## config.mk

```make
export PLATFORM = sky130hd
export DESIGN_NAME = uart_tx_frame
export DESIGN_NICKNAME = d
export VERILOG_FILES = /design/src/rtl/uart_pkg.sv /design/src/rtl/uart_baud_gen.sv /design/src/rtl/uart_tx_frame.sv
export SDC_FILE = /design/constraint.sdc
export NUM_CORES = 1
export LEC_CHECK = 0
export BUFFER_PORTS_ARGS = -buffer_cell sky130_fd_sc_hd__buf_2
export CAP_MARGIN = 10
export CELL_PAD_IN_SITES_DETAIL_PLACEMENT = 1
export CELL_PAD_IN_SITES_GLOBAL_PLACEMENT = 2
export CORE_MARGIN = 2
export CORE_UTILIZATION = 35
export DETAILED_ROUTE_END_ITERATION = 10
export PLACE_DENSITY = 0.72
export SETUP_SLACK_MARGIN = 0.3
export SLEW_MARGIN = 20
export SYNTH_ARGS = -nofsm -noshare
export SYNTH_HDL_FRONTEND = slang
export SYNTH_SLANG_ARGS = --single-unit
```

## constraint.sdc

```tcl
create_clock -name fpga_clk -period 2 [get_ports fpga_clk]
set_clock_uncertainty 0.2 [all_clocks]
set_input_delay 0.1 -clock fpga_clk [delete_from_list [all_inputs] [get_ports fpga_clk]]
set_output_delay 0.1 -clock fpga_clk [all_outputs]
set_load 0.05 [all_outputs]
```

## src/rtl/uart_pkg.sv

```systemverilog
// Shared types for the UART transmit/receive blocks: FSM state, parity selection
// and the default baud divisor for a 12 MHz clock at 115200 baud.
package uart_pkg;

  typedef enum logic [2:0] {
    IDLE,
    START,
    DATA,
    PARITY,
    STOP
  } tx_state_t;

  typedef enum logic [1:0] {
    PAR_NONE = 2'b00,
    PAR_EVEN = 2'b01,
    PAR_ODD  = 2'b10
  } parity_t;

  localparam int DEFAULT_CLKS_PER_BIT = 104;

endpackage

```

## src/rtl/uart_baud_gen.sv

```systemverilog
// Bit-period generator: pulses tick for one cycle every CLKS_PER_BIT cycles;
// clr restarts the period so a frame can align its first bit to the counter.
module uart_baud_gen
  import uart_pkg::*;
#(
  parameter int CLKS_PER_BIT = DEFAULT_CLKS_PER_BIT
) (
  input  logic fpga_clk,
  input  logic rst,
  input  logic clr,
  output logic tick
);

  localparam int CNT_W = (CLKS_PER_BIT > 1) ? $clog2(CLKS_PER_BIT) : 1;
  localparam logic [CNT_W-1:0] LAST = CNT_W'(CLKS_PER_BIT - 1);

  logic [CNT_W-1:0] cnt;

  // tick must not depend on clr: the transmitter derives clr from tick at a frame boundary
  assign tick = (cnt == LAST);

  always_ff @(posedge fpga_clk or posedge rst) begin
    if (rst) begin
      cnt <= '0;
    end else if (clr || tick) begin
      cnt <= '0;
    end else begin
      cnt <= cnt + 1'b1;
    end
  end

endmodule

```

## src/rtl/uart_tx_frame.sv

```systemverilog
// UART transmitter with configurable word width, runtime parity and 1/2 stop bits.
// A one-word holding register behind a valid/ready handshake allows gapless frames.
module uart_tx_frame
  import uart_pkg::*;
#(
  parameter int CLKS_PER_BIT = DEFAULT_CLKS_PER_BIT,
  parameter int DATA_BITS    = 8,
  parameter int STOP_BITS    = 1
) (
  input  logic                 fpga_clk,
  input  logic                 rst,
  input  logic                 tx_valid,
  output logic                 tx_ready,
  input  logic [DATA_BITS-1:0] tx_data,
  input  logic [1:0]           parity_mode,
  output logic                 sout,
  output logic                 busy_tx,
  output logic                 frame_done
);

  if (DATA_BITS < 5 || DATA_BITS > 9) begin : g_bad_data_bits
    $error("uart_tx_frame: DATA_BITS must be 5..9");
  end
  if (STOP_BITS < 1 || STOP_BITS > 2) begin : g_bad_stop_bits
    $error("uart_tx_frame: STOP_BITS must be 1..2");
  end
  if (CLKS_PER_BIT < 2) begin : g_bad_clks
    $error("uart_tx_frame: CLKS_PER_BIT must be >= 2");
  end

  localparam logic [3:0] LAST_DATA = 4'(DATA_BITS - 1);
  localparam logic [3:0] LAST_STOP = 4'(STOP_BITS - 1);

  function automatic logic parity_on(input logic [1:0] mode);
    return (mode == PAR_EVEN) || (mode == PAR_ODD);
  endfunction

  function automatic logic parity_bit(input logic [DATA_BITS-1:0] d, input logic [1:0] mode);
    return (^d) ^ (mode == PAR_ODD);
  endfunction

  function automatic logic line_level(input tx_state_t s, input logic b0, input logic pb);
    case (s)
      START:   return 1'b0;
      DATA:    return b0;
      PARITY:  return pb;
      default: return 1'b1;
    endcase
  endfunction

  tx_state_t            state, state_nxt;
  logic [3:0]           bit_cnt, bit_nxt;
  logic                 hold_full;
  logic [DATA_BITS-1:0] hold_data;
  logic [1:0]           hold_mode;
  logic [DATA_BITS-1:0] shift, shift_nxt;
  logic                 par_en_r, par_bit_r;
  logic                 tick, take, load, frame_end;

  assign take     = tx_valid & ~hold_full;
  assign tx_ready = ~hold_full;
  assign busy_tx  = (state != IDLE) | hold_full;
  assign frame_done = frame_end;

  uart_baud_gen #(.CLKS_PER_BIT(CLKS_PER_BIT)) u_baud (
    .fpga_clk (fpga_clk),
    .rst      (rst),
    .clr      (load | (state == IDLE)),
    .tick     (tick)
  );

  always_comb begin
    state_nxt = state;
    bit_nxt   = bit_cnt;
    shift_nxt = shift;
    load      = 1'b0;
    frame_end = 1'b0;
    case (state)
      IDLE: begin
        if (hold_full) load = 1'b1;
      end
      START: begin
        if (tick) begin
          state_nxt = DATA;
          bit_nxt   = '0;
        end
      end
      DATA: begin
        if (tick) begin
          shift_nxt = shift >> 1;
          if (bit_cnt == LAST_DATA) begin
            bit_nxt   = '0;
            state_nxt = par_en_r ? PARITY : STOP;
          end else begin
            bit_nxt = bit_cnt + 1'b1;
          end
        end
      end
      PARITY: begin
        if (tick) begin
          state_nxt = STOP;
          bit_nxt   = '0;
        end
      end
      STOP: begin
        if (tick) begin
          if (bit_cnt == LAST_STOP) begin
            frame_end = 1'b1;
            if (hold_full) load = 1'b1;
            else state_nxt = IDLE;
          end else begin
            bit_nxt = bit_cnt + 1'b1;
          end
        end
      end
      default: state_nxt = IDLE;
    endcase
    // Starting a frame overrides whatever the current state decided
    if (load) begin
      state_nxt = START;
      bit_nxt   = '0;
      shift_nxt = hold_data;
    end
  end

  always_ff @(posedge fpga_clk or posedge rst) begin
    if (rst) begin
      state     <= IDLE;
      bit_cnt   <= '0;
      hold_full <= 1'b0;
      sout      <= 1'b1;
    end else begin
      state     <= state_nxt;
      bit_cnt   <= bit_nxt;
      sout      <= line_level(state_nxt, shift_nxt[0], par_bit_r);
      if (load)      hold_full <= 1'b0;
      else if (take) hold_full <= 1'b1;
    end
  end

  always_ff @(posedge fpga_clk) begin
    shift <= shift_nxt;
    if (take) begin
      hold_data <= tx_data;
      hold_mode <= parity_mode;
    end
    if (load) begin
      par_en_r  <= parity_on(hold_mode);
      par_bit_r <= parity_bit(hold_data, hold_mode);
    end
  end

endmodule

```

==> impl_metrics.csv <==
group,metric,value,unit
placement,hpwl,2670,um
detailed_routing,num_vias,1284,
logic_synthesis,synthCells,141,
global_routing,antenna_found_initial,0,
timing,hold_violations,0,
logic_synthesis,synthAdderAreaFrac,0.0294,
floorplan,rows,25,
logic_synthesis,ys_seq_elements,36,
detailed_routing,drt-pass1-iter-count,5,
placement,place_congestion,0.813,
cts,clockRootBuffer,"clkbuf_8",
logic_synthesis,synth_warnings,0,
flow_run,maxCapViolCount,0,
status,violations,"negative setup slack",
floorplan,num_io_pins,17,
floorplan,coreArea,4690,sq um
floorplan,die_x,73.7,um
placement,place_inst,222,
global_routing,grt_use_total,0.169,
logic_synthesis,postSynthAreaPerCell,12.1,sq um
logic_synthesis,synth-compound-area-share,0.0956,
global_routing,grt_pass1_wl,6830,um
power_and_ir_drop,power.density,849,nW/um^2
critical_path,critPathKind,"flip-flop to output port",
floorplan,die_area,5440,sq um
cts,cts_tree,"yes",
timing,holdWs,0.241,ns
logic_synthesis,ys_seq_area_frac,0.583,
cts,cts_made_buffers,5,
final_layout,drive_gt1_frac,0.398,
logic_synthesis,synth_top_family_by_area,"simple AND/OR/NAND/NOR gates",
critical_path,endpoint_kind,"output port",
cts,clkLatencyLatePin,0.28,ns
critical_path,crit_fanout,5,
timing,relSlewSlack,0.573,
placement,io_buffers,16,
timing,timing.final.crit_share,1.04,
logic_synthesis,synth-simple-area-share,0.165,
logic_synthesis,synthXorXnorAreaFrac,0.0669,
cts,cts.htree.levels,2,
logic_synthesis,synth_area,1700,sq um
timing,slew_viol_final,0,
floorplan,die_h,73.7,um
timing,rsz0062_at_grt,"yes",
timing,tightest_slew,0.640,ns
placement,dpl_worst_slack,-0.0264,ns
global_routing,grt_pass1_vias,1467,
detailed_routing,finalWirelength,3920,um
detailed_routing,wl_per_cell,15.4,um
cts,clock-sinks,36,
detailed_routing,ant_nets,0,
floorplan,initial_core_util,0.363,
timing,max_freq,480,MHz
timing,finalSetupViolations,17,
cts,cts_buffer_depth,2,
power_and_ir_drop,vdd_drop_max,0.400,mV
final_layout,finalNonFillerCells,255,
final_layout,diodes,0,
power_and_ir_drop,leakage,0.978,nW
timing,tns,-0.385,ns
logic_synthesis,ys_types,42,
status,status,"finished, violations left",
timing,fin_crit,2.08,ns
final_layout,layout.nets,217,
critical_path,arrival,1.78,ns
logic_synthesis,synth_fp_nets,158,
timing,fin_ws,-0.0817,ns
logic_synthesis,synth_mux_area_frac,0.0294,
global_routing,grt_max_degree,17,
cts,clkTransAtPathRegs,0.07,ns
detailed_routing,drc,0,
detailed_routing,first_iter_violations,27,
critical_path,crit_path_start_kind,"flip-flop",
final_layout,area_delta_synth_final,41.0,%
detailed_routing,viasPerCell,5.04,
critical_path,required,1.70,ns
worst_hold_path,hold_class,"primary input to async pin",
final_layout,final_core_util,0.511,
global_routing,grt-ovfl-total,0,
[report_power, final]
part           total (mW)  switching (mW)  leakage (nW)  internal [mW]
Sequential          0.993          0.0819         0.380          0.911
Clock               0.495           0.254        0.0388          0.241
Combinational       0.548           0.258         0.559          0.289
Total                2.04           0.594         0.978           1.44
[what timing repair did]
| action | in CTS | in global routing |
|---|---|---|
| pin swaps | 8 | 5 |
| cloned | 1 | 0 |
| endpoints found under the hold margin | 26 | 0 |
| setup buffers | 10 | 2 |
| hold buffers | 12 | 0 |
| endpoints found under the setup margin | 28 | 31 |
| gates resized for setup | 24 | 8 |
[cells in the mapped netlist, drive strengths merged]
master / count / share of area
nor2b: 3 / 0.011
a32oi: 1 / 0.0051
dfxtp: 1 / 0.012
o211a: 1 / 0.0059
buf: 2 / 0.0059
dfrtp: 15 / 0.22
nand3b: 1 / 0.0044
dfstp: 1 / 0.015
nor4: 2 / 0.011
nor3b: 2 / 0.012
nand4: 1 / 0.0037
nand3: 6 / 0.018
a32o: 1 / 0.0059
o32ai: 1 / 0.0051
ha: 4 / 0.029
o21bai: 2 / 0.015
o31ai: 1 / 0.0044
nor3: 1 / 0.0029
and2: 4 / 0.015
inv: 9 / 0.020
a22oi: 2 / 0.0088
xnor2: 8 / 0.041
edfxtp: 19 / 0.34
and3: 2 / 0.010
nor2: 18 / 0.040
and4b: 1 / 0.0059
a22o: 6 / 0.031
and4bb: 1 / 0.0074
o21ai: 2 / 0.0059
clkbuf: 2 / 0.0044
xor2: 5 / 0.026
or3b: 1 / 0.0051
a21oi: 2 / 0.0081
nand2: 7 / 0.015
mux2i: 5 / 0.029
or2: 1 / 0.0037
[final timing paths]
path / start / to / slack [ns] / cells past startpoint
setup / recovery: u_baud.cnt[0] / frame_done / -0.08 / 6
hold / removal: rst / u_baud.cnt[5] / 0.24 / 3
hold reg to reg: par_bit_r / sout / 0.31 / 2
min in group fpga_clk: par_bit_r / sout / 0.31 / 2
max in group asynchronous: rst / state[1] / 0.91 / 3
setup reg to reg: u_baud.cnt[0] / par_bit_r / -0.04 / 7
[registers in the layout, summed over array words and instances (netlist names), 2 cells and up]
signal      flops
bit_cnt         4
hold_data       8
hold_mode       2
shift           8
state           3
u_baud.cnt      7
[metrics by stage]
stage                     total power, mW  cell area [sq um]
final                                2.04               2400
after CTS                            2.04               2360
after floorplan                      1.27               1750
after global placement               1.39               1980
after global routing                 2.17               2400
after detailed placement             1.42               1980
[cells in the final DEF (no fill, tap or decap), drive strengths merged, types with 2 or more instances in the layout]
cell | synthesis | routed
nor3b | 2 | 2
xor2 | 5 | 5
clkbuf | 2 | 6
inv | 9 | 9
nand3 | 6 | 6
nor2 | 18 | 18
and3 | 2 | 2
a22o | 6 | 6
edfxtp | 19 | 19
ha | 4 | 4
dfrtp | 15 | 15
o21ai | 2 | 2
and2 | 4 | 4
a22oi | 2 | 2
mux2i | 5 | 5
o21bai | 2 | 2
nor2b | 3 | 3
nor4 | 2 | 2
buf | 2 | 44
xnor2 | 8 | 8
a21oi | 2 | 2
dlygate4sd3 | 0 | 12
nand2 | 7 | 7
[logic make-up after synthesis]
kind of cell,after synthesis
xor gates and xnor gates,13
AOI/OAI and AO/OA,19
and+or+nand+nor,51
buffers and inverters,13
adders and majority gates,4
DFF,36
muxes,5
[cell type report]
cell class / instances / area [sq um]
Fill cell: 497 / 2290
Sequential cell: 36 / 996
Multi-Input combinational cell: 92 / 768
Timing Repair Buffer: 56 / 450
Clock buffer: 6 / 72.6
Tap cell: 54 / 67.6
Inverter: 9 / 33.8
Clock inverter: 2 / 11.3
[routing by layer]
layer / wire (um) / GRT usage
met1: 1730 / 0.205
met2: 1990 / 0.288
met3: 162 / 0.0508
met4: 40 / 0.0505
met5: 0 / 0
[critical path, cell delays in order, from the launching register on]
cell and delay (ns):
dfrtp_1 0.36, ha_2 0.19, and3_4 0.21, nand4_1 0.17, buf_4 0.20, nor4_4 0.16
buf_6 0.20
Note: power is estimated with default switching activity, not from simulation.
